===== config.mk =====
export PLATFORM = sky130hd
export DESIGN_NAME = led_sequencer
export DESIGN_NICKNAME = d
export VERILOG_FILES = /design/src/rtl/led_sequencer.sv
export SDC_FILE = /design/constraint.sdc
export NUM_CORES = 1
export LEC_CHECK = 0
export CAP_MARGIN = 30
export CELL_PAD_IN_SITES_DETAIL_PLACEMENT = 2
export CELL_PAD_IN_SITES_GLOBAL_PLACEMENT = 2
export CORE_ASPECT_RATIO = 1.5
export CORE_MARGIN = 5
export CORE_UTILIZATION = 35
export CTS_CLUSTER_DIAMETER = 40
export DETAILED_ROUTE_END_ITERATION = 8
export PLACE_DENSITY = 0.88
export SLEW_MARGIN = 10
export SYNTH_ARGS = -nofsm -noshare
export SYNTH_HDL_FRONTEND = slang
export SYNTH_SLANG_ARGS = --single-unit

===== constraint.sdc =====
create_clock -name sys_clk -period 3.4 [get_ports sys_clk]
set_input_delay 0.34 -clock sys_clk [delete_from_list [all_inputs] [get_ports sys_clk]]
set_output_delay 0.34 -clock sys_clk [all_outputs]
set_load 0.02 [all_outputs]

===== src/rtl/led_sequencer.sv =====
// led_sequencer: programmable-rate LED pattern generator (shift, bounce, blink, count).
// Build with LED_PWM_EN defined to add a pwm_duty brightness input that gates the LED drive.
module led_sequencer #(
  parameter int LED_NUM   = 8,
  parameter int DIV_W     = 24,
  parameter bit MSB_FIRST = 1'b1
) (
  input  logic               sys_clk,
  input  logic               sys_rst_n,
  input  logic               enable,
  input  logic [1:0]         mode,
  input  logic [DIV_W-1:0]   div_val,
`ifdef LED_PWM_EN
  input  logic [7:0]         pwm_duty,
`endif
  output logic [LED_NUM-1:0] LED,
  output logic               tick,
  output logic               wrap
);

  // state (mode_q) | meaning
  // M_SHIFT        | one-hot walks position 0 -> LED_NUM-1, then restarts at 0
  // M_BOUNCE       | one-hot walks up to LED_NUM-1 and back down to 0
  // M_BLINK        | all LEDs toggle between on and off
  // M_COUNT        | LED shows a binary counter
  typedef enum logic [1:0] {
    M_SHIFT  = 2'd0,
    M_BOUNCE = 2'd1,
    M_BLINK  = 2'd2,
    M_COUNT  = 2'd3
  } mode_e;

  localparam int POS_W = (LED_NUM > 1) ? $clog2(LED_NUM) : 1;
  localparam logic [POS_W-1:0] POS_LAST = POS_W'(LED_NUM - 1);

  mode_e              mode_q, mode_d, mode_in;
  logic [DIV_W-1:0]   pre_q, pre_d, period_m1;
  logic [POS_W-1:0]   pos_q, pos_d;
  logic               dir_q, dir_d;
  logic               phase_q, phase_d;
  logic               shown_q, shown_d;
  logic [LED_NUM-1:0] cnt_q, cnt_d;
  logic [LED_NUM-1:0] pat_q, pat_d, onehot;
  logic               tick_int, wrap_d;

  assign mode_in   = mode_e'(mode);
  assign period_m1 = (div_val == '0) ? '0 : div_val - DIV_W'(1);
  assign tick_int  = enable && (pre_q == period_m1);

  // shown_q marks that the current position is already on the LEDs; the first
  // tick after reset displays step 0 instead of advancing past it.
  always_comb begin
    pre_d   = pre_q;
    mode_d  = mode_q;
    pos_d   = pos_q;
    dir_d   = dir_q;
    phase_d = phase_q;
    shown_d = shown_q;
    cnt_d   = cnt_q;
    wrap_d  = 1'b0;
    if (enable) pre_d = tick_int ? '0 : pre_q + DIV_W'(1);
    if (tick_int) begin
      shown_d = 1'b1;
      if (mode_in != mode_q) begin
        mode_d  = mode_in;
        pos_d   = '0;
        dir_d   = 1'b0;
        phase_d = 1'b1;
        cnt_d   = '0;
      end else if (shown_q) begin
        unique case (mode_q)
          M_SHIFT: begin
            pos_d  = (pos_q == POS_LAST) ? '0 : pos_q + POS_W'(1);
            wrap_d = (pos_q == POS_LAST);
          end
          M_BOUNCE: begin
            if (!dir_q) begin
              if (pos_q == POS_LAST) begin
                pos_d = pos_q - POS_W'(1);
                dir_d = 1'b1;
              end else begin
                pos_d = pos_q + POS_W'(1);
              end
            end else begin
              if (pos_q == '0) begin
                pos_d = pos_q + POS_W'(1);
                dir_d = 1'b0;
              end else begin
                pos_d = pos_q - POS_W'(1);
              end
            end
            wrap_d = (pos_d == '0);
          end
          M_BLINK: begin
            phase_d = ~phase_q;
            wrap_d  = ~phase_q;
          end
          M_COUNT: begin
            cnt_d  = cnt_q + LED_NUM'(1);
            wrap_d = (cnt_q == '1);
          end
        endcase
      end
    end
  end

  always_comb begin
    onehot = '0;
    for (int i = 0; i < LED_NUM; i++)
      onehot[i] = ((MSB_FIRST ? (LED_NUM - 1 - i) : i) == int'(pos_d));
  end

  always_comb begin
    pat_d = pat_q;
    if (tick_int) begin
      unique case (mode_d)
        M_SHIFT, M_BOUNCE: pat_d = onehot;
        M_BLINK:           pat_d = {LED_NUM{phase_d}};
        M_COUNT:           pat_d = cnt_d;
      endcase
    end
  end

  always_ff @(posedge sys_clk or negedge sys_rst_n) begin
    if (!sys_rst_n) begin
      pre_q   <= '0;
      mode_q  <= M_SHIFT;
      pos_q   <= '0;
      dir_q   <= 1'b0;
      phase_q <= 1'b1;
      shown_q <= 1'b0;
      cnt_q   <= '0;
      pat_q   <= '0;
      tick    <= 1'b0;
      wrap    <= 1'b0;
    end else begin
      pre_q   <= pre_d;
      mode_q  <= mode_d;
      pos_q   <= pos_d;
      dir_q   <= dir_d;
      phase_q <= phase_d;
      shown_q <= shown_d;
      cnt_q   <= cnt_d;
      pat_q   <= pat_d;
      tick    <= tick_int;
      wrap    <= wrap_d;
    end
  end

`ifdef LED_PWM_EN
  // 255-step period so that duty 255 is fully on and duty 0 fully off.
  logic [7:0]         pwm_cnt;
  logic [LED_NUM-1:0] led_q;

  always_ff @(posedge sys_clk or negedge sys_rst_n) begin
    if (!sys_rst_n) begin
      pwm_cnt <= '0;
      led_q   <= '0;
    end else begin
      pwm_cnt <= (pwm_cnt == 8'd254) ? '0 : pwm_cnt + 8'd1;
      led_q   <= pat_d & {LED_NUM{pwm_cnt < pwm_duty}};
    end
  end

  assign LED = led_q;
`else
  assign LED = pat_q;
`endif

endmodule


; ---- After elaboration in Yosys (flattened, before gate mapping)
; Index checks and enable logic that the tools add are counted.
[classes]
addsub = 5
n_eq_ne = 17
n_mux = 35
bitwise = 1
n_reduce_logical = 11
[ops]
columns = op, count
row1 = 2-to-1 mux 24 bit, 2
row2 = 2-to-1 mux 3 bit, 11
row3 = 2-to-1 mux 8 bit, 4
row4 = adder 24 x 1 -> 24 bit (second input constant), 1
row5 = equality test 24 bit, 1
row6 = logical NOT 24 bit, 1
row7 = one-hot mux 8 bit (3 select lines), 1
row8 = subtractor 24 x 1 -> 24 bit (second input constant), 1
row9 = 2-to-1 mux 1 bit, 13
row10 = equality test 3 bit (first input constant), 4
row11 = logical NOT 3 bit, 3
row12 = adder 8 x 1 -> 8 bit (second input constant), 1
row13 = equality test 2 bit (second input constant), 4
row14 = equality test 8 bit (second input constant), 1
row15 = equality test 2 x 3 -> 1 bit (first input constant), 2
row16 = one-hot mux 3 bit (2 select lines), 1
row17 = equality test 2 x 1 -> 1 bit (second input constant), 2
row18 = logical NOT 2 bit, 2
row19 = 2-to-1 mux 2 bit, 2
row20 = one-hot mux 1 bit (4 select lines), 1
row21 = nonzero test 2 bit, 2
row22 = adder 3 x 1 -> 3 bit (second input constant), 1
row23 = equality test 1 x 3 -> 1 bit (first input constant), 1
row24 = equality test 3 bit (second input constant), 1
row25 = other kinds (6), 6
[word_totals]
regBits = 50
output_inout_bits = 10
elab_cells = 79

; ---- Longest topological paths before layout
[logic_depth]
ltp_word = 13
ltp_mapped = 17
ltp_nobuf = 14

; ---- Worst setup path before layout
; OpenSTA, ideal clock, no wires.
[synth_timing]
path_kind = input-to-reg
startpoint = input div_val[0]
endpoint = register pat_q[2] (netlist: LED[2])
setup_ns = 0.123
arrival_ns = 3.288
path_slack_ns = -0.011
stages = 16
cell_sequence = inv_1 > ha_1 > or3b_2 > clkbuf_1 > nor3_4 > and3_1 > buf_2 > a32o_2 > o221ai_1 > or4_4 > or3_1 > o21ai_1 > and2_4 > inv_2 > nand3_1 > a21oi_1
[synth_via]
word_cells_on_any_way = 16
cone_classes = add/sub: 1 / eq/ne: 5 / mux: 6 / reduce/logical: 4
[synth_rtl]
columns = item, line_no
row1 = "start, declared", 12  ; input logic [DIV_W-1:0] div_val,
row2 = subtractor 24 x 1 -> 24 bit or logical NOT 24 bit (tied branches), 47  ; assign period_m1 = (div_val == '0) ? '0 : div_val - DIV_W'(1);
row3 = 2-to-1 mux 24 bit (*), 47
row4 = equality test 24 bit (*), 48  ; assign tick_int = enable && (pre_q == period_m1);
row5 = logical AND 1 bit (*), 48
row6 = 2-to-1 mux 3 bit (*), 62  ; if (tick_int) begin
row7 = via pos_d[0], 38  ; logic [POS_W-1:0] pos_q, pos_d;
row8 = equality test 3 bit (*), 110  ; onehot[i] = ((MSB_FIRST ? (LED_NUM - 1 - i) : i) == int'(pos_d));
row9 = one-hot mux 8 bit (3 select lines) (*), 116  ; unique case (mode_d)
row10 = "end signal, assigned", 144  ; pat_q <= pat_d;
row11 = "end, declared", 43  ; logic [LED_NUM-1:0] pat_q, pat_d, onehot;
; The timed path passes the listed nets; every way through them passes the cells marked *.
; A chain may end at the register's enable or synchronous reset.

; ---- Worst setup path in the final report
[layout_timing]
startpoint = input div_val[14]
endpoint = register pat_q[1] (netlist: LED[1])
[layout_via]
word_cells_on_any_way = 16
cone_classes = add/sub: 1 / eq/ne: 5 / mux: 6 / reduce/logical: 4
[layout_rtl]
columns = item, line_no
row1 = subtractor 24 x 1 -> 24 bit or logical NOT 24 bit (tied branches), 47
row2 = 2-to-1 mux 24 bit (*), 47
row3 = equality test 24 bit (*), 48
row4 = logical AND 1 bit (*), 48
row5 = 2-to-1 mux 8 bit (*), 62
row6 = via cnt_d[1], 42  ; logic [LED_NUM-1:0] cnt_q, cnt_d;
row7 = one-hot mux 8 bit (3 select lines) (*), 116
; Marked as above.

==> run_results.csv <==
group,metric,value,unit
worst_setup_path,crit_path_start,"div_val[14]",
worst_setup_path,crit_fanout,4,
worst_setup_path,cp-start-kind,"input port",
floorplanning,rows,49,
worst_setup_path,crit_type,"input port to flip-flop",
logic_synthesis,synth_warnings,0,
cts,cts_tree,"yes",
timing,clock.fmax,260,MHz
cells_and_area,area_growth,61.3,%
cts,cts-buffers-inserted,5,
floorplanning,die_w,99.2,microns
worst_setup_path,r2r-start,"pre_q[5]",
logic_synthesis,syn_inst,534,
global_route,antenna_found_initial,0,
logic_synthesis,synth-main-ff-cell,"dfrtp_1",
timing,skew,0.0108,ns
timing,fin_crit,3.84,ns
logic_synthesis,synth_area_leaders,"dfrtp_1 (29%), nor2_1 (4.8%), nand3_1 (4.5%)",
logic_synthesis,syn-num-nets,571,
logic_synthesis,synth_commonest_cells,"nor2_1 (54), dfrtp_1 (49), nand2_1 (42), nand3_1 (38), o21ai_0 (29)",
timing,hold_viol,0,
timing,finalSetupViolCount,35,
logic_synthesis,synth.distinct_cells,69,
power,leakage,2.82,nW
global_route,first_global_vias,6379,
logic_synthesis,synthesis.area,4180,sq um
power,ir_worst_vdd,0.179,mV
timing,setup_tns,-6.30,ns
placement,place_congestion,0.940,
global_route,grt_max_degree,28,
cells_and_area,fin_area,6740,sq um
cells_and_area,drive_gt1_share,41.4,%
placement,dpl.hpwl,16100,microns
logic_synthesis,async_flop_share,100,%
detailed_routing,remaining_drc_errors,0,
timing,drv_slew,0,
logic_synthesis,synth_most_common_cell,"nor2_1",
timing,worstMarginPinSlew,0.690,ns
floorplanning,die_y,144,microns
logic_synthesis,ys_seq_elements,50,
detailed_routing,drtIter0Drc,624,
timing,min_period_over_period,113,%
floorplanning,pin_count,39,
worst_setup_path,crit_required,3.60,ns
placement,place_area,5500,sq um
global_route,overflow,0,
detailed_routing,vias,5981,
worst_setup_path,cp.arrival,4.04,ns
logic_synthesis,avgSynthCellArea,7.83,sq um
timing,slew_headroom,53.5,%
detailed_routing,firstDrtPassIters,5,
cts,clk_path_buf_depth,2,
logic_synthesis,yosys.area.top_type,"dfrtp_1",
timing,postLayoutSetupSlackWorst,-0.442,ns
flow_run,max_cap_viol_count,0,
timing,whs,0.0706,ns
detailed_routing,via_per_inst,7.06,
floorplanning,coreArea,11800,sq um
power,power_density,297,nW/um^2
cells_and_area,fillers,1186,
timing,rsz0062_at_grt,"yes",
cts,cts_hold_repair.buffers,0,
logic_synthesis,synth_edf_count,0,
placement,port_buffers,38,
cts,clock-sinks,50,
power,p_total,2.00,mW
logic_synthesis,synth_seq_area_share,30.0,%
worst_hold_path,min_path_type,"input port to async pin",
worst_setup_path,r2r_slack,-0.37,ns
status,status,"finished, violations left",
detailed_routing,drt_wl_total,32900,microns
detailed_routing,drt-wirelength-per-cell,38.8,microns
logic_synthesis,synth_top_area_share,29.3,%
floorplanning,start_util,35.3,%
detailed_routing,drtAntennaViolNets,0,
cts,cts-root-buf,"clkbuf_16",
global_route,grt_use_total,39.1,%
status,violations,"setup timing",
cts,clkTransAtPathRegs,0.08,ns
cts,clk_latency,0.31,ns
cells_and_area,stdcell_count,847,
cells_and_area,nets,730,
cts,h-tree-depth,2,
placement,dp_cells,805,
cells_and_area,antenna_cells,0,
floorplanning,die-area,14300,sq um
worst_setup_path,worstSetupEndpointType,"flip-flop",
global_route,grt_first_pass_wirelength,41400,microns
kinds of logic after synthesis:
kind of cell / synth area share (%)
AOI/OAI and AO/OA: 19.9
muxes: 1.23
DFF: 30.0
xor gates and xnor gates: 7.75
and+or+nand+nor: 33.9
adders and majority gates: 2.39
buffers and inverters: 4.82
worst max-delay path, cell delays in order:
cell       delay [ns]
buf_4            0.14
nor4_4           0.26
buf_4            0.19
buf_6            0.10
nand4_1          0.14
buf_6            0.17
buf_6            0.12
mux2i_4          0.20
buf_6            0.14
a22o_1           0.22
a2111oi_2        0.46
nand4_1          0.19
buf_6            0.17
nor3_2           0.12
buf_4            0.15
o211ai_1         0.17
a21o_1           0.34
a21oi_1          0.34
a21oi_2          0.09
metrics by stage:
stage	util [%]	setup WS (ns)
3_5_place_dp	46.4	-1.01
6_report	57.0	-0.442
4_1_cts	52.5	0.000693
2_1_floorplan	-	0.0219
3_3_place_gp	46.4	-0.751
5_1_grt	57.0	-0.454
sequential cells by signal (all words and copies together), names as in the netlist:
name,cells
LED,8
cnt_q,8
dir_q,1
mode_q,2
phase_q,1
pos_q,3
pre_q,24
shown_q,1
tick,1
wrap,1
final timing paths:
path | to | cells after the start
worst max-delay path | LED[1] | 19
worst min-delay path | pre_q[7] | 1
worst max register to register | dir_q | 9
worst min register to register | LED[3] | 2
max in group asynchronous | pre_q[17] | 2
min in group sys_clk | LED[3] | 2
routing by layer:
layer / routed length (microns) / GRT usage [%] / vias to the layer above
li1: - / - / 2302
met1: 11000 / 38.8 / 3009
met2: 16400 / 71.3 / 462
met3: 2370 / 5.25 / 208
met4: 3090 / 32.4 / 0
met5: 0 / 0 / -
cells in the final DEF, fill, tap and decap left out, types with 5 or more instances in the layout:
cell type	netlist	routed
buf_4	2	113
nand4_1	12	12
or3_1	10	6
clkbuf_16	0	6
nor4_4	1	9
o31ai_1	9	5
ha_1	8	7
a21oi_1	26	15
xnor2_1	20	17
o21ai_2	0	6
o211ai_1	7	7
nand2_1	42	40
nand3_1	38	24
or4_4	1	5
xor2_1	17	17
nor3_1	25	16
nor3_2	0	5
buf_6	1	29
a21oi_2	0	10
nand3_2	0	9
and3_4	0	6
dfrtp_1	49	49
inv_1	18	15
o21ai_1	6	7
nand3_4	0	5
o21ai_0	29	21
or4_1	9	5
dlygate4sd2_1	0	6
nor3_4	2	6
clkdlybuf4s50_1	0	14
and3_1	22	16
nor2_1	54	52
area by class of cell:
class	instances	area, sq um	area share, %
Multi-Input combinational cell	438	3490	51.7
Sequential cell	50	1250	18.6
Clock buffer	6	129	1.91
Tap cell	153	191	2.84
Clock inverter	2	13.8	0.204
Inverter	20	113	1.67
Timing Repair Buffer	178	1560	23.1
timing repair:
item | CTS | global route
gates cloned | 0 | 2
gates resized for setup | 141 | 110
buffers inserted | 20 | 13
endpoints found under the setup margin | 50 | 49
pin swaps | 49 | 47
power breakdown:
group | leakage, nW | internal, mW | switching (mW)
combinational | 2.08 | 0.275 | 0.451
clock | 0.0708 | 0.275 | 0.274
sequential | 0.669 | 0.630 | 0.0990
Note: power is estimated with default switching activity, not from simulation.
